==> src/rtl/leaves_mem_loader_pkg.sv <==
// Shared definitions for the leaves memory loader and the leaves memory it feeds.
// Holds the loader state encoding and the address/word width helpers.
// No logic of its own; widths follow the loader's default geometry.
package leaves_mem_loader_pkg;

    // Loader control states
    typedef enum logic [1:0] {
        ST_IDLE = 2'd0,
        ST_LOAD = 2'd1,
        ST_DONE = 2'd2
    } ld_state_t;

    // Bits needed to count 0..n-1, never less than one bit
    function automatic int cnt_width(input int n);
        return (n > 1) ? $clog2(n) : 1;
    endfunction

    // One memory word: patch index on top of the packed patch elements
    function automatic int wleaf_width(input int patch_size, input int data_width, input int idx_width);
        return patch_size * data_width + idx_width;
    endfunction

    // Default geometry: 64 leaves of 8 patches, 5 x 11-bit elements plus a 9-bit index
    localparam int LEAF_ADDRW  = cnt_width(64);
    localparam int WLEAF_WIDTH = wleaf_width(5, 11, 9);

endpackage

==> src/rtl/leaves_mem_loader.sv <==
// Streams NUM_LEAVES*LEAF_SIZE patches into the banked leaves memory, one bank per slot.
// Latency: an accepted beat appears on the memory write port one cycle later.
// Backpressure: in_ready is high for the whole load; an in_valid gap simply skips a write.
module leaves_mem_loader
    import leaves_mem_loader_pkg::*;
#(
    parameter int DATA_WIDTH = 11,
    parameter int IDX_WIDTH  = 9,
    parameter int LEAF_SIZE  = 8,
    parameter int PATCH_SIZE = 5,
    parameter int NUM_LEAVES = 64
) (
    input  logic                                                    clk,
    input  logic                                                    rst_n,
    input  logic                                                    start,
    output logic                                                    busy,
    output logic                                                    done,
    input  logic                                                    in_valid,
    output logic                                                    in_ready,
    input  logic [PATCH_SIZE*DATA_WIDTH-1:0]                        in_patch,
    input  logic [IDX_WIDTH-1:0]                                    in_idx,
    output logic [LEAF_SIZE-1:0]                                    csb0,
    output logic [LEAF_SIZE-1:0]                                    web0,
    output logic [cnt_width(NUM_LEAVES)-1:0]                        addr0,
    output logic [wleaf_width(PATCH_SIZE, DATA_WIDTH, IDX_WIDTH)-1:0] wleaf0
);

    localparam int ADDR_W = cnt_width(NUM_LEAVES);
    localparam int SLOT_W = cnt_width(LEAF_SIZE);

    localparam logic [SLOT_W-1:0]    SLOT_LAST = SLOT_W'(LEAF_SIZE - 1);
    localparam logic [ADDR_W-1:0]    LEAF_LAST = ADDR_W'(NUM_LEAVES - 1);
    localparam logic [LEAF_SIZE-1:0] BANK0_SEL = LEAF_SIZE'(1);

    ld_state_t           state_q;
    ld_state_t           state_d;
    logic [SLOT_W-1:0]   slot_q;
    logic [ADDR_W-1:0]   leaf_q;
    logic                accept;
    logic                last_beat;

    assign in_ready  = (state_q == ST_LOAD);
    assign accept    = in_valid && in_ready;
    assign last_beat = accept && (slot_q == SLOT_LAST) && (leaf_q == LEAF_LAST);

    // busy covers DONE so it stays up while the final write is on the port
    assign busy = (state_q != ST_IDLE);
    assign done = (state_q == ST_DONE);

    // State register
    always_ff @(posedge clk or negedge rst_n) begin
        if (!rst_n) begin
            state_q <= ST_IDLE;
        end else begin
            state_q <= state_d;
        end
    end

    // Next-state: start only matters in IDLE, DONE lasts exactly one cycle
    always_comb begin
        state_d = state_q;
        case (state_q)
            ST_IDLE: if (start)     state_d = ST_LOAD;
            ST_LOAD: if (last_beat) state_d = ST_DONE;
            ST_DONE:                state_d = ST_IDLE;
            default:                state_d = ST_IDLE;
        endcase
    end

    // Slot/leaf counters: cleared on entering LOAD, advanced per accepted beat
    always_ff @(posedge clk or negedge rst_n) begin
        if (!rst_n) begin
            slot_q <= '0;
            leaf_q <= '0;
        end else if ((state_q == ST_IDLE) && start) begin
            slot_q <= '0;
            leaf_q <= '0;
        end else if (accept) begin
            if (slot_q == SLOT_LAST) begin
                slot_q <= '0;
                leaf_q <= (leaf_q == LEAF_LAST) ? '0 : leaf_q + 1'b1;
            end else begin
                slot_q <= slot_q + 1'b1;
            end
        end
    end

    // Registered memory write port; address and data hold between writes
    always_ff @(posedge clk or negedge rst_n) begin
        if (!rst_n) begin
            csb0   <= '1;
            web0   <= '1;
            addr0  <= '0;
            wleaf0 <= '0;
        end else begin
            csb0 <= '1;
            web0 <= '1;
            if (accept) begin
                csb0   <= ~(BANK0_SEL << slot_q);
                web0   <= ~(BANK0_SEL << slot_q);
                addr0  <= leaf_q;
                wleaf0 <= {in_idx, in_patch};
            end
        end
    end

endmodule

==> config.mk <==
export PLATFORM = sky130hd
export DESIGN_NAME = leaves_mem_loader
export DESIGN_NICKNAME = d
export VERILOG_FILES = /design/src/rtl/leaves_mem_loader_pkg.sv /design/src/rtl/leaves_mem_loader.sv
export SDC_FILE = /design/constraint.sdc
export NUM_CORES = 1
export LEC_CHECK = 0
export ABC_CLOCK_PERIOD_IN_PS = 2550
export CELL_PAD_IN_SITES_DETAIL_PLACEMENT = 0
export CELL_PAD_IN_SITES_GLOBAL_PLACEMENT = 1
export CORE_ASPECT_RATIO = 0.5
export CORE_UTILIZATION = 30
export DETAILED_ROUTE_END_ITERATION = 10
export GPL_ROUTABILITY_DRIVEN = 1
export GPL_TIMING_DRIVEN = 0
export HOLD_SLACK_MARGIN = 0.06
export PLACE_DENSITY = 0.76
export SLEW_MARGIN = 20
export SYNTH_ARGS = -nofsm -noshare
export SYNTH_HDL_FRONTEND = slang
export SYNTH_SLANG_ARGS = --single-unit
==> constraint.sdc <==
create_clock -name clk -period 2.55 [get_ports clk]
set_clock_uncertainty 0.2 [all_clocks]
set_input_delay 0.765 -clock clk [delete_from_list [all_inputs] [get_ports clk]]
set_output_delay 0.765 -clock clk [all_outputs]
set_load 0.1 [all_outputs]
=== Word level (Yosys, flattened, before mapping) ===
Cells that the tools add are included.

* RAM bits: 0
* Input bits: 68
* Latch bits: 0
* Output and inout port bits: 89
* Flip-flop bits (word level): 89
* Memory bits (read-only): 0
* Memories: 0

* Shift operators: 1
* Equality and inequality tests: 6
* Magnitude comparators: 0
* Bitwise gates (word level): 1
* Reduce and logical (&&, ||, !) cells: 10
* $mul: 0
* Multiplexer cells: 11
* $add $sub $neg: 2
* Div/mod/pow operators: 0

{| class="wikitable"
|+ Operators with widths
! cell !! count
|-
| $mux 6 || 4
|-
| $mux 3 || 3
|-
| $mux 8 || 1
|-
| $not 8->8 || 1
|-
| $shl 1x3->8 const A || 1
|-
| $add 6x1->6 const B || 1
|-
| $eq 6x6->1 const B || 1
|-
| $reduce_bool 2->1 || 3
|-
| $logic_and 1x1->1 || 4
|-
| $mux 2 || 2
|-
| $pmux 2 s2 || 1
|-
| $reduce_and 2->1 || 2
|-
| $add 3x1->3 const B || 1
|-
| $eq 3x3->1 const B || 1
|-
| $eq 2x1->1 const B || 1
|-
| $eq 2x2->1 const B || 1
|-
| $logic_not 2->1 || 1
|-
| $ne 2x1->1 const B || 1
|-
| $ne 2x2->1 const B || 1
|}

=== Logic depth before layout (Yosys ltp) ===
Gate-level depths: netlist of run 1.

* Depth in word-level cells: 6
* Mapped depth: 7
* Depth with buffers taken out: 7

=== Worst setup path before layout of run 1 ===
Ideal clock, no wire load.

* Kind: register to register
* From: reg state_q[1]
* To: reg addr0[0]
* Data arrival time: 2.678 ns
* Period minus slack after synthesis: 2.998 ns
* Buffers on the path: 1
* Library setup time: 0.120 ns
* Stages on the path, launching flop included: 6
* Data required time: 2.230 ns
* Setup slack: -0.448 ns
* Cells stage by stage: dfrtp_1 -> nor2b_1 -> nand2_1 -> clkbuf_1 -> nand2_1 -> nand2_1

* Longest elaborated chain between the ends: 2

{| class="wikitable"
|+ RTL lines
! what !! RTL line !! RTL
|-
| start, declared || leaves_mem_loader.sv:35 || <nowiki>ld_state_t state_q;</nowiki>
|-
| start signal, assigned || leaves_mem_loader.sv:55 || <nowiki>state_q <= state_d;</nowiki>
|-
| $eq 2x1->1 || leaves_mem_loader.sv:42 || <nowiki>assign in_ready = (state_q == ST_LOAD);</nowiki>
|-
| via in_ready || leaves_mem_loader.sv:19 || <nowiki>output logic in_ready,</nowiki>
|-
| $logic_and 1x1->1 || leaves_mem_loader.sv:43 || <nowiki>assign accept = in_valid && in_ready;</nowiki>
|-
| end signal, assigned || leaves_mem_loader.sv:101 || <nowiki>addr0 <= leaf_q;</nowiki>
|-
| end, declared || leaves_mem_loader.sv:24 || <nowiki>output logic [cnt_width(NUM_LEAVES)-1:0] addr0,</nowiki>
|}

The timed path passes the listed nets, and every way through them passes these cells.
A chain may end at the register's enable or synchronous reset.

=== Final worst setup path of run 1 ===
* From: reg wleaf0[47]
* To: out wleaf0[47]

{| class="wikitable"
|+ RTL lines
! what !! RTL line !! RTL
|-
| start, declared || leaves_mem_loader.sv:25 || <nowiki>output logic [wleaf_width(PATCH_SIZE, DATA_WIDTH, IDX_WIDTH)-1:0] wleaf0</nowiki>
|-
| start signal, assigned || leaves_mem_loader.sv:102 || <nowiki>wleaf0 <= {in_idx, in_patch};</nowiki>
|}

No word-level cell between the ends.

==> impl_metrics.csv, run 1 <==
group,metric,value,unit
detailed_routing,wl,9366,um
finish,final_util,0.4970,
detailed_routing,wire_per_inst,13.06,um
worst_setup_path,path_cells,"dlygate4sd2_1",
worst_setup_path,cp_data_arrival_time,1.55,ns
pwr,clkPwrFrac,0.244,
floorplanning,die_width,155.4,um
placed_design,dp_hpwl,6741,um
worst_setup_path,start_kind,"register",
floorplanning,fp.dieH,78.69,um
detailed_routing,vias_per_cell,4.183,
placed_design,port_buffers,156,
pwr,seqPwrFrac,0.332,
floorplanning,start_util,0.3146,
pwr,netSwitchingFraction,0.4617,
logic_synthesis,ys.flop_type,"dfrtp_1",
sta,setup_viol,0,
logic_synthesis,synth_cell_type_count,30,
global_route,grt_overflow,0,
clocking,htreeDepth,3,
global_route,grt_pass1_vias,3000,
sta,drv_slew,0,
clocking,cts_buffers,9,
logic_synthesis,synthesis.area,3528,um2
job,cap_violations,0,
floorplanning,std_cell_rows,27,
placed_design,placed_cells,700,
logic_synthesis,synth_seq_cells,89,
pwr,irDropWorstVdd,302.8,uV
logic_synthesis,synth_cells,384,
finish,nets,628,
clocking,clockBufferDepth,2,
pwr,power.leakage,2.842,nW
logic_synthesis,syn_nets,459,
clocking,clk_latency,0.33,ns
logic_synthesis,synth-edff-count,0,
detailed_routing,drtPass1Iterations,4,
finish,multiInputGateArea,1146,um2
pwr,power_density,955.5,nW/um2
worst_setup_path,max_stage_delay,0.88,ns
sta,worstMarginPinSlew,0.9889,ns
placed_design,pre_cts_ws,-0.1807,ns
pwr,internal-power,2.867,mW
logic_synthesis,ys_seq_area_frac,0.6340,
placed_design,place_congestion,0.7528,
sta,setup_slack,0.03878,ns
global_route,grt_max_degree,76,
sta,period_minus_slack,2.511,ns
worst_setup_path,cp.required,1.59,ns
floorplanning,core,11220,um2
clocking,cts_num_sinks,89,
logic_synthesis,yosys_warnings,0,
detailed_routing,vias,2999,
outcome,outcome,"finished clean",
finish,nFillCells,1094,
clocking,path_clk_slew,0.06,ns
finish,final_common_cell,"nand2_1",
worst_setup_path,critPathCaptureType,"output port",
pwr,total_power,5.326,mW
sta,fin_crit_sh,0.9848,
global_route,grt_pass1_wl,15300,um
detailed_routing,drc,0,
detailed_routing,drt-initial-drc-count,123,
sta,slew_headroom,0.3433,
worst_setup_path,critPathMaxFanout,2,
floorplanning,die_area,12230,um2
sta,rsz0062_at_grt,"no",
finish,layout_common_cells,"nand2_1, dfrtp_1, clkdlybuf4s50_1",
sta,hold_viol,0,
logic_synthesis,syn_area_per_cell,9.189,um2
hold_path,min_path_type,"reg -> reg",
floorplanning,ios,157,
clocking,cts_tree,"built",
sta,max_freq,398.2,MHz
worst_setup_path,cp_slowest_cell,"dlygate4sd2_1",
finish,final_cell_count_no_fill,717,
worst_setup_path,critPathBufInv,1,
finish,regArea,2237,um2
global_route,antenna_found_initial,0,
logic_synthesis,synthArstFlopShare,1.000,
worst_setup_path,crit_family,"buffers and inverters",
worst_setup_path,critPathKind,"reg -> out",
global_route,grt_usage,0.1613,
finish,drive_gt1_frac,0.1165,
detailed_routing,ant_nets,0,
finish,diodes,0,
finish,area_delta_synth_final,57.98,%
clocking,postCtsSetupBuffers,0,
clocking,cts_root_buffer,"clkbuf_16",
pwr,pwr-share-comb,0.424,
pwr,power_switching,2.459,mW
[worst paths after layout]
check	to	slack, ns	startpoint	cells past startpoint
max	wleaf0[47]	0.04	wleaf0[47]	1
min	addr0[2]	0.27	addr0[2]	2
max reg2reg	leaf_q[5]	0.53	slot_q[0]	6
min reg2reg	addr0[2]	0.27	addr0[2]	2
max in group asynchronous	web0[1]	0.87	rst_n	3
min in group asynchronous	wleaf0[60]	0.63	rst_n	2
[stage by stage]
stage          cell area [um2]  hold slack, ns  TNS, ns
2_1_floorplan             3531          0.2627        0
3_3_place_gp              5291          0.2569  -253.09
3_5_place_dp              5320          0.2615   -2.296
4_1_cts                   5558          0.2725        0
5_1_grt                   5574          0.2871        0
6_report                  5574          0.2671        0
[power by group through the flow]
stage | clock network [mW] | logic, mW | registers, mW
after floorplan | 0 | 0.481 | 3.05
after global placement | 0 | 2.37 | 1.79
after detailed placement | 0 | 2.39 | 1.80
after CTS | 1.35 | 2.27 | 1.77
after global routing | 1.41 | 2.37 | 1.80
final | 1.30 | 2.26 | 1.77
[final cells by class]
cell class,count,share of cell area
clock buffer,13,0.04489
multi-input combinational,266,0.2056
buffer,24,0.02312
tap,159,0.03569
sequential,89,0.4013
clock inverter,3,0.007183
inverter,5,0.003367
timing repair buffer,158,0.2788
[synth_stat cells, types with 3 or more instances]
cell	count	area (um2)
clkbuf_1	7	26.28
buf_4	8	60.06
dfrtp_1	81	2027
inv_1	4	15.01
a21oi_1	4	20.02
ha_1	7	87.58
nand2_1	223	837.1
nand3_1	6	30.03
buf_2	7	35.03
dfstp_2	8	210.2
o21ai_0	3	15.01
nor2_1	6	22.52
[routing by layer]
metal | track usage | vias up | share of wire
li1 | - | 1511 | -
met1 | 0.2058 | 1436 | 0.45
met2 | 0.2758 | 50 | 0.51
met3 | 0.04362 | 2 | 0.038
met4 | 0.03235 | 0 | 0.0022
met5 | 0 | - | 0
[kinds of logic (layout without fill, tap and decap cells)]
family          after synthesis  after routing  synth area share
compound gates               11             11           0.01880
xor+xnor                      2              2          0.004965
fa+ha+maj                     7              7           0.02482
buf+inv                      29            203           0.04184
flops                        89             89            0.6340
simple gates                246            246            0.2755
[repair_timing]
item,CTS,global route
endpoints found under the hold margin,14,0
gates resized for setup,128,37
setup endpoints to repair,89,34
pin swaps,0,0
hold buffers,1,0
[registers in the layout, summed over array words and instances (netlist names)]
| name | flops |
|---|---|
| addr0 | 6 |
| web0 | 8 |
| state_q | 2 |
| slot_q | 3 |
| leaf_q | 6 |
| wleaf0 | 64 |
Note: power is estimated with default switching activity, not from simulation.
==> run 2, diff against run 1 <==
--- a/config.mk
+++ b/config.mk
@@ -10,6 +10,7 @@
 export CELL_PAD_IN_SITES_GLOBAL_PLACEMENT = 1
 export CORE_ASPECT_RATIO = 0.5
 export CORE_UTILIZATION = 30
+export CTS_CLUSTER_DIAMETER = 150
 export DETAILED_ROUTE_END_ITERATION = 10
 export GPL_ROUTABILITY_DRIVEN = 1
 export GPL_TIMING_DRIVEN = 0
==> results of run 2 <==
The final DEF is identical to that of run 1; final timing and power are the same.
